<file path="config.mk">
export PLATFORM = sky130hd
export DESIGN_NAME = mac_stream_accum
export DESIGN_NICKNAME = d
export VERILOG_FILES = /design/src/rtl/mac_stream_accum.sv
export SDC_FILE = /design/constraint.sdc
export NUM_CORES = 1
export LEC_CHECK = 0
export CAP_MARGIN = 20
export CORE_MARGIN = 1
export CORE_UTILIZATION = 25
export DETAILED_ROUTE_END_ITERATION = 7
export PLACE_DENSITY = 0.47
export SLEW_MARGIN = 40
export SYNTH_ARGS = -nofsm -noshare
export SYNTH_HDL_FRONTEND = slang
export SYNTH_SLANG_ARGS = --single-unit
</file>
<file path="constraint.sdc">
create_clock -name clk -period 7.8 [get_ports clk]
set_clock_uncertainty 0.2 [all_clocks]
set_input_delay 1.95 -clock clk [delete_from_list [all_inputs] [get_ports clk]]
set_output_delay 1.95 -clock clk [all_outputs]
set_load 0.01 [all_outputs]
</file>
<file path="src/rtl/mac_stream_accum.sv">
// Streaming multiply-accumulate: TAPS operand pairs per window summed onto a bias, one result per window.
// Optional MAC_SAT_EN: saturating accumulation with a sticky per-window sat flag (wraps modulo 2^Ly otherwise).
module mac_stream_accum #(
    parameter int La   = 8,
    parameter int Lb   = 8,
    parameter int Lc   = 16,
    parameter int Ly   = 24,
    parameter int TAPS = 25
) (
    input  logic          clk,
    input  logic          rst_n,
    input  logic          in_valid,
    output logic          in_ready,
    input  logic [La-1:0] A,
    input  logic [Lb-1:0] B,
    input  logic [Lc-1:0] C,
    input  logic          sg,
    output logic          out_valid,
    input  logic          out_ready,
    output logic [Ly-1:0] Y,
    output logic          sat
);
    localparam int Lp = La + Lb;
    localparam int CW = $clog2(TAPS + 1);

    typedef enum logic [1:0] {IDLE, ACC, DRAIN, DONE} state_t;

    state_t        state_reg, state_next;
    logic [CW-1:0] tap_cnt_reg, tap_cnt_next;
    logic          drain_reg, drain_next;

    logic          mode_sg_reg;
    logic [Ly-1:0] bias_reg;
    logic [Lp-1:0] p_reg;
    logic          p_valid_reg;
    logic          p_first_reg;
    logic [Ly-1:0] acc_reg;

    logic          xfer;
    logic          first_tap;
    logic          eff_sg;
    logic [Ly-1:0] c_ext;
    logic [Ly-1:0] p_ext;
    logic [Ly-1:0] base;
    logic [Ly-1:0] acc_sum;

    assign in_ready  = (state_reg == IDLE) || (state_reg == ACC);
    assign out_valid = (state_reg == DONE);
    assign xfer      = in_valid && in_ready;
    assign first_tap = xfer && (state_reg == IDLE);
    assign Y         = acc_reg;

    // The first tap's product is formed before mode_sg_reg is loaded, so take sg directly then.
    assign eff_sg = (state_reg == IDLE) ? sg : mode_sg_reg;

    // One extra operand bit (sign or zero) lets a single signed multiplier serve both modes.
    logic signed [La:0]   a_ext;
    logic signed [Lb:0]   b_ext;
    logic signed [Lp+1:0] prod_full;
    assign a_ext     = {eff_sg & A[La-1], A};
    assign b_ext     = {eff_sg & B[Lb-1], B};
    assign prod_full = a_ext * b_ext;

    for (genvar gi = 0; gi < Ly; gi++) begin : g_ext
        if (gi < Lc) begin : g_c_low
            assign c_ext[gi] = C[gi];
        end else begin : g_c_high
            assign c_ext[gi] = eff_sg & C[Lc-1];
        end
        if (gi < Lp) begin : g_p_low
            assign p_ext[gi] = p_reg[gi];
        end else begin : g_p_high
            assign p_ext[gi] = mode_sg_reg & p_reg[Lp-1];
        end
    end

    assign base = p_first_reg ? bias_reg : acc_reg;

`ifdef MAC_SAT_EN
    logic [Ly:0] sum_full;
    logic        ovf_pos, ovf_neg, ovf_u;
    logic        clamp;
    logic        sat_reg;

    assign sum_full = {1'b0, base} + {1'b0, p_ext};
    assign ovf_pos  = !base[Ly-1] && !p_ext[Ly-1] && sum_full[Ly-1];
    assign ovf_neg  = base[Ly-1] && p_ext[Ly-1] && !sum_full[Ly-1];
    assign ovf_u    = sum_full[Ly];

    always_comb begin
        acc_sum = sum_full[Ly-1:0];
        clamp   = 1'b0;
        if (mode_sg_reg) begin
            if (ovf_pos) begin
                acc_sum = {1'b0, {(Ly-1){1'b1}}};
                clamp   = 1'b1;
            end else if (ovf_neg) begin
                acc_sum = {1'b1, {(Ly-1){1'b0}}};
                clamp   = 1'b1;
            end
        end else if (ovf_u) begin
            acc_sum = {Ly{1'b1}};
            clamp   = 1'b1;
        end
    end

    // Sticky across the window; cleared when the next window's first tap arrives.
    always_ff @(posedge clk or negedge rst_n) begin
        if (!rst_n) begin
            sat_reg <= 1'b0;
        end else if (first_tap) begin
            sat_reg <= 1'b0;
        end else if (p_valid_reg && clamp) begin
            sat_reg <= 1'b1;
        end
    end

    assign sat = sat_reg;
`else
    assign acc_sum = base + p_ext;
    assign sat     = 1'b0;
`endif

    always_ff @(posedge clk or negedge rst_n) begin
        if (!rst_n) begin
            state_reg   <= IDLE;
            tap_cnt_reg <= '0;
            drain_reg   <= 1'b0;
        end else begin
            state_reg   <= state_next;
            tap_cnt_reg <= tap_cnt_next;
            drain_reg   <= drain_next;
        end
    end

    always_comb begin
        state_next   = state_reg;
        tap_cnt_next = tap_cnt_reg;
        drain_next   = drain_reg;
        unique case (state_reg)
            IDLE: begin
                if (xfer) begin
                    tap_cnt_next = CW'(1);
                    state_next   = ACC;
                end
            end
            ACC: begin
                if (xfer) begin
                    tap_cnt_next = tap_cnt_reg + CW'(1);
                    if (tap_cnt_reg == CW'(TAPS - 1)) begin
                        state_next = DRAIN;
                    end
                end
            end
            DRAIN: begin
                // Two cycles: last product lands in P1, then in the accumulator.
                drain_next = !drain_reg;
                if (drain_reg) begin
                    state_next = DONE;
                end
            end
            DONE: begin
                if (out_ready) begin
                    tap_cnt_next = '0;
                    state_next   = IDLE;
                end
            end
            default: state_next = IDLE;
        endcase
    end

    always_ff @(posedge clk or negedge rst_n) begin
        if (!rst_n) begin
            mode_sg_reg <= 1'b0;
            bias_reg    <= '0;
            p_reg       <= '0;
            p_valid_reg <= 1'b0;
            p_first_reg <= 1'b0;
            acc_reg     <= '0;
        end else begin
            if (first_tap) begin
                mode_sg_reg <= sg;
                bias_reg    <= c_ext;
            end
            if (xfer) begin
                p_reg <= prod_full[Lp-1:0];
            end
            p_valid_reg <= xfer;
            p_first_reg <= first_tap;
            if (p_valid_reg) begin
                acc_reg <= acc_sum;
            end
        end
    end
endmodule

</file>
==> impl_results.md <==
- Footprint of the multi-input gates: around 0.0047 mm2
- Vias per cell: about 4.4
- DP HPWL: approximately 12000 um
- DP Cell Count: between 1000 and 1500
- Maximum number of pins on one net before global-route repair: 69
- Outcome: complete, no violations
- Fmax: roughly 140 MHz
- Remaining global-route overflow: 0
- Die ar.: about 0.028 mm2
- Sum of negative setup slack: 0 ns
- Post-CTS Resized: 0
- RSZ-0062 raised after global routing: no
- Synth cell types: 62
- Inserted Diodes: 0
- Total Power: slightly above 4 mW
- DR WL/cell: about 14 um
- Sinks on Clock Net: between 60 and 70
- Max Root-Sink Buffers: 2
- Flops & latches, synth: 68
- Seq/Total Area, Yosys: approximately a quarter
- Yosys warnings: 0
- Fin area: slightly above 0.008 mm2
- Post-route minimum period: between 7 and 8 ns
- Reg clk slew, reported paths: 0.06 ns
- Reg2reg path depth: 21
- Register Area: 0.00170 mm2
- Port bufs: 62
- Most frequent cells in the layout: 107 x inv_1, 68 x dfrtp_1, 64 x fa_1, 62 x ha_1, 61 x clkdlybuf4s50_1
- R2r endpoint: p_reg[14]$_DFFE_PN0P_
- Final hold vios: 0
- Hold WS: between 0.2 and 0.3 ns
- Die Wd: approximately 170 um
- Final WL: 15200 um
- # setup viols final: 0
- Kind of end point of the critical path: flop
- Max reg flops: 24
- Setup Buffers After CTS: 0
- Post-Syn Area per Cell: roughly 9.8 um2
- R2r startpoint: state_reg[0]$_DFFE_PN0P_
- Vias in the first global route: slightly below 5000
- Final period utilization: a little over nine tenths
- Die Y: around 170 um
- Final cell count without fillers: around 1100
- Synthesized instance count: between 700 and 800
- Core area: 0.0270 mm2
- Max-Cap Viols: 0
- FP Rows: 60
- Slack of the critical path: around 0.44 ns
- IO Count: 64
- Crit path DAT: about 7.4 ns
- Peak VDD IR: 175 uV
- Utilization after layout: a little under a third
- Crit path kind: input port to flop
- Initial Util: approximately a quarter
- Pleak: 3.83 nW
- Worst slack at placement: approximately 0.046 ns
- Final max-slew violation count: 0
- TritonRoute pass-1 iters: 5
- Top_reg_cell synth: dfrtp_1
- CTS tree: yes
- CP Launch Type: input port
- Req. time, crit path: 7.87 ns
- Hold path depth: 1
- Worst-Margin Slew: between 0.6 and 0.7 ns
- Syn nets: 867
- Hold Path End: drain_reg$_DFFE_PN0P_
- Initial antenna violation count: 0
- Fill cells: approximately 2800
- Hold Path Class: flop to flop
- Share of layout cells above drive strength 1: 11.8%
- Final net count: between 900 and 1000
- CTS Hold Bufs: 0
- Crit-path max FO: 7
- Antenna-violating nets left: 0
- Post-synth EDFFs: 0
- R2R setup slack: 1.79 ns
- Post-DP Area: approximately 0.0079 mm2
- GP Congestion: between 0.8 and 0.9
- Rel. slew slack: 54.8%
- Power density over cell area: 493 mW/mm2
- GRT Overall Usage: between 10% and 20%
- Async S/R FF share, synth: 100%
- DRC: 0
- Inserted Clock Buffers: 9
- HP Start: drain_reg$_DFFE_PN0P_
- Layout Area Growth over Synthesis: 19.5%
- Worst-Skew Late Latency: between 0.3 and 0.4 ns
- Vias: about 5000
- CTS root buf: clkbuf_16
- Most common cell after layout, fill and taps aside: inv_1
- H-tree level count: 3
- Initial DRC count: around 200
- Cell area after synthesis: 0.00688 mm2
- Wire length of the first global-routing pass: between 20000 and 30000 um
[routing by layer]
metal	GRT usage [%]	share of wire [%]	vias to the layer above
li1	-	-	2464
met1	16.9	52	2332
met2	17.2	43	89
met3	1.32	3.4	9
met4	3.51	1.1	0
met5	0	0	-
[critical path, cell delays in order]
cell and delay (ns):
clkdlybuf4s50_1 0.55, mux2_2 0.29, nand2_1 0.09, or2_2 0.29, fa_1 0.53, inv_1 0.05
fa_1 0.50, fa_1 0.54, inv_1 0.05, fa_1 0.49, fa_1 0.51, inv_1 0.04
ha_1 0.28, inv_1 0.10, o21bai_1 0.08, a21oi_1 0.22, o21bai_1 0.11, a211o_1 0.31
a2111o_1 0.37, nand3_1 0.08
[how the worst max path moves through the flow]
stage                     start  cells past startpoint               endpoint  slack, ns
final                        sg                     20  p_reg[14]$_DFFE_PN0P_       0.44
after global routing         sg                     21  p_reg[15]$_DFFE_PN0P_       0.16
after CTS                    sg                     20  p_reg[14]$_DFFE_PN0P_       0.40
after detailed placement     sg                     20  p_reg[14]$_DFFE_PN0P_       0.05
after global placement       sg                     20  p_reg[14]$_DFFE_PN0P_       0.09
after floorplan            B[7]                     19  p_reg[14]$_DFFE_PN0P_       0.68
[report_power, final]
group | switching, mW | internal (mW)
logic | 1.53 | 1.41
clock network | 0.164 | 0.281
registers | 0.120 | 0.537
total | 1.82 | 2.23
[kinds of logic (layout without fill, tap and decap cells)]
group,after synthesis,in the layout,synth area share (%)
buffers and inverters,125,193,7.28
AO/OA/AOI/OAI,113,113,11.0
XOR/XNOR,35,35,4.46
other,1,1,0.0545
adder cells (fa/ha/maj),126,126,29.9
flip-flops,68,68,24.7
multiplexers,58,58,9.37
AND/OR/NAND/NOR,178,178,13.2
[synth_stat cells (all sizes together), types with 9 or more instances]
cell type | number | share of area (%)
o21ai | 32 | 2.3
mux2 | 51 | 8.3
a21o | 11 | 1.2
ha | 62 | 11
and2 | 46 | 4.2
dfrtp | 68 | 25
fa | 64 | 19
nor3 | 10 | 0.73
a21oi | 25 | 1.8
nand2 | 57 | 3.1
clkbuf | 16 | 1.2
nor2 | 23 | 1.3
nand3 | 9 | 0.65
inv | 107 | 5.8
xor2 | 9 | 1.1
xnor2 | 26 | 3.3
[cell type report]
class	instances	area share [%]
Clock buffer	9	2.74
Timing Repair Buffer	70	8.30
Inverter	107	4.89
Tap cell	341	5.19
Sequential cell	68	20.7
Multi-Input combinational cell	511	57.0
Clock inverter	7	1.20
(Power assumes the default switching activity.)
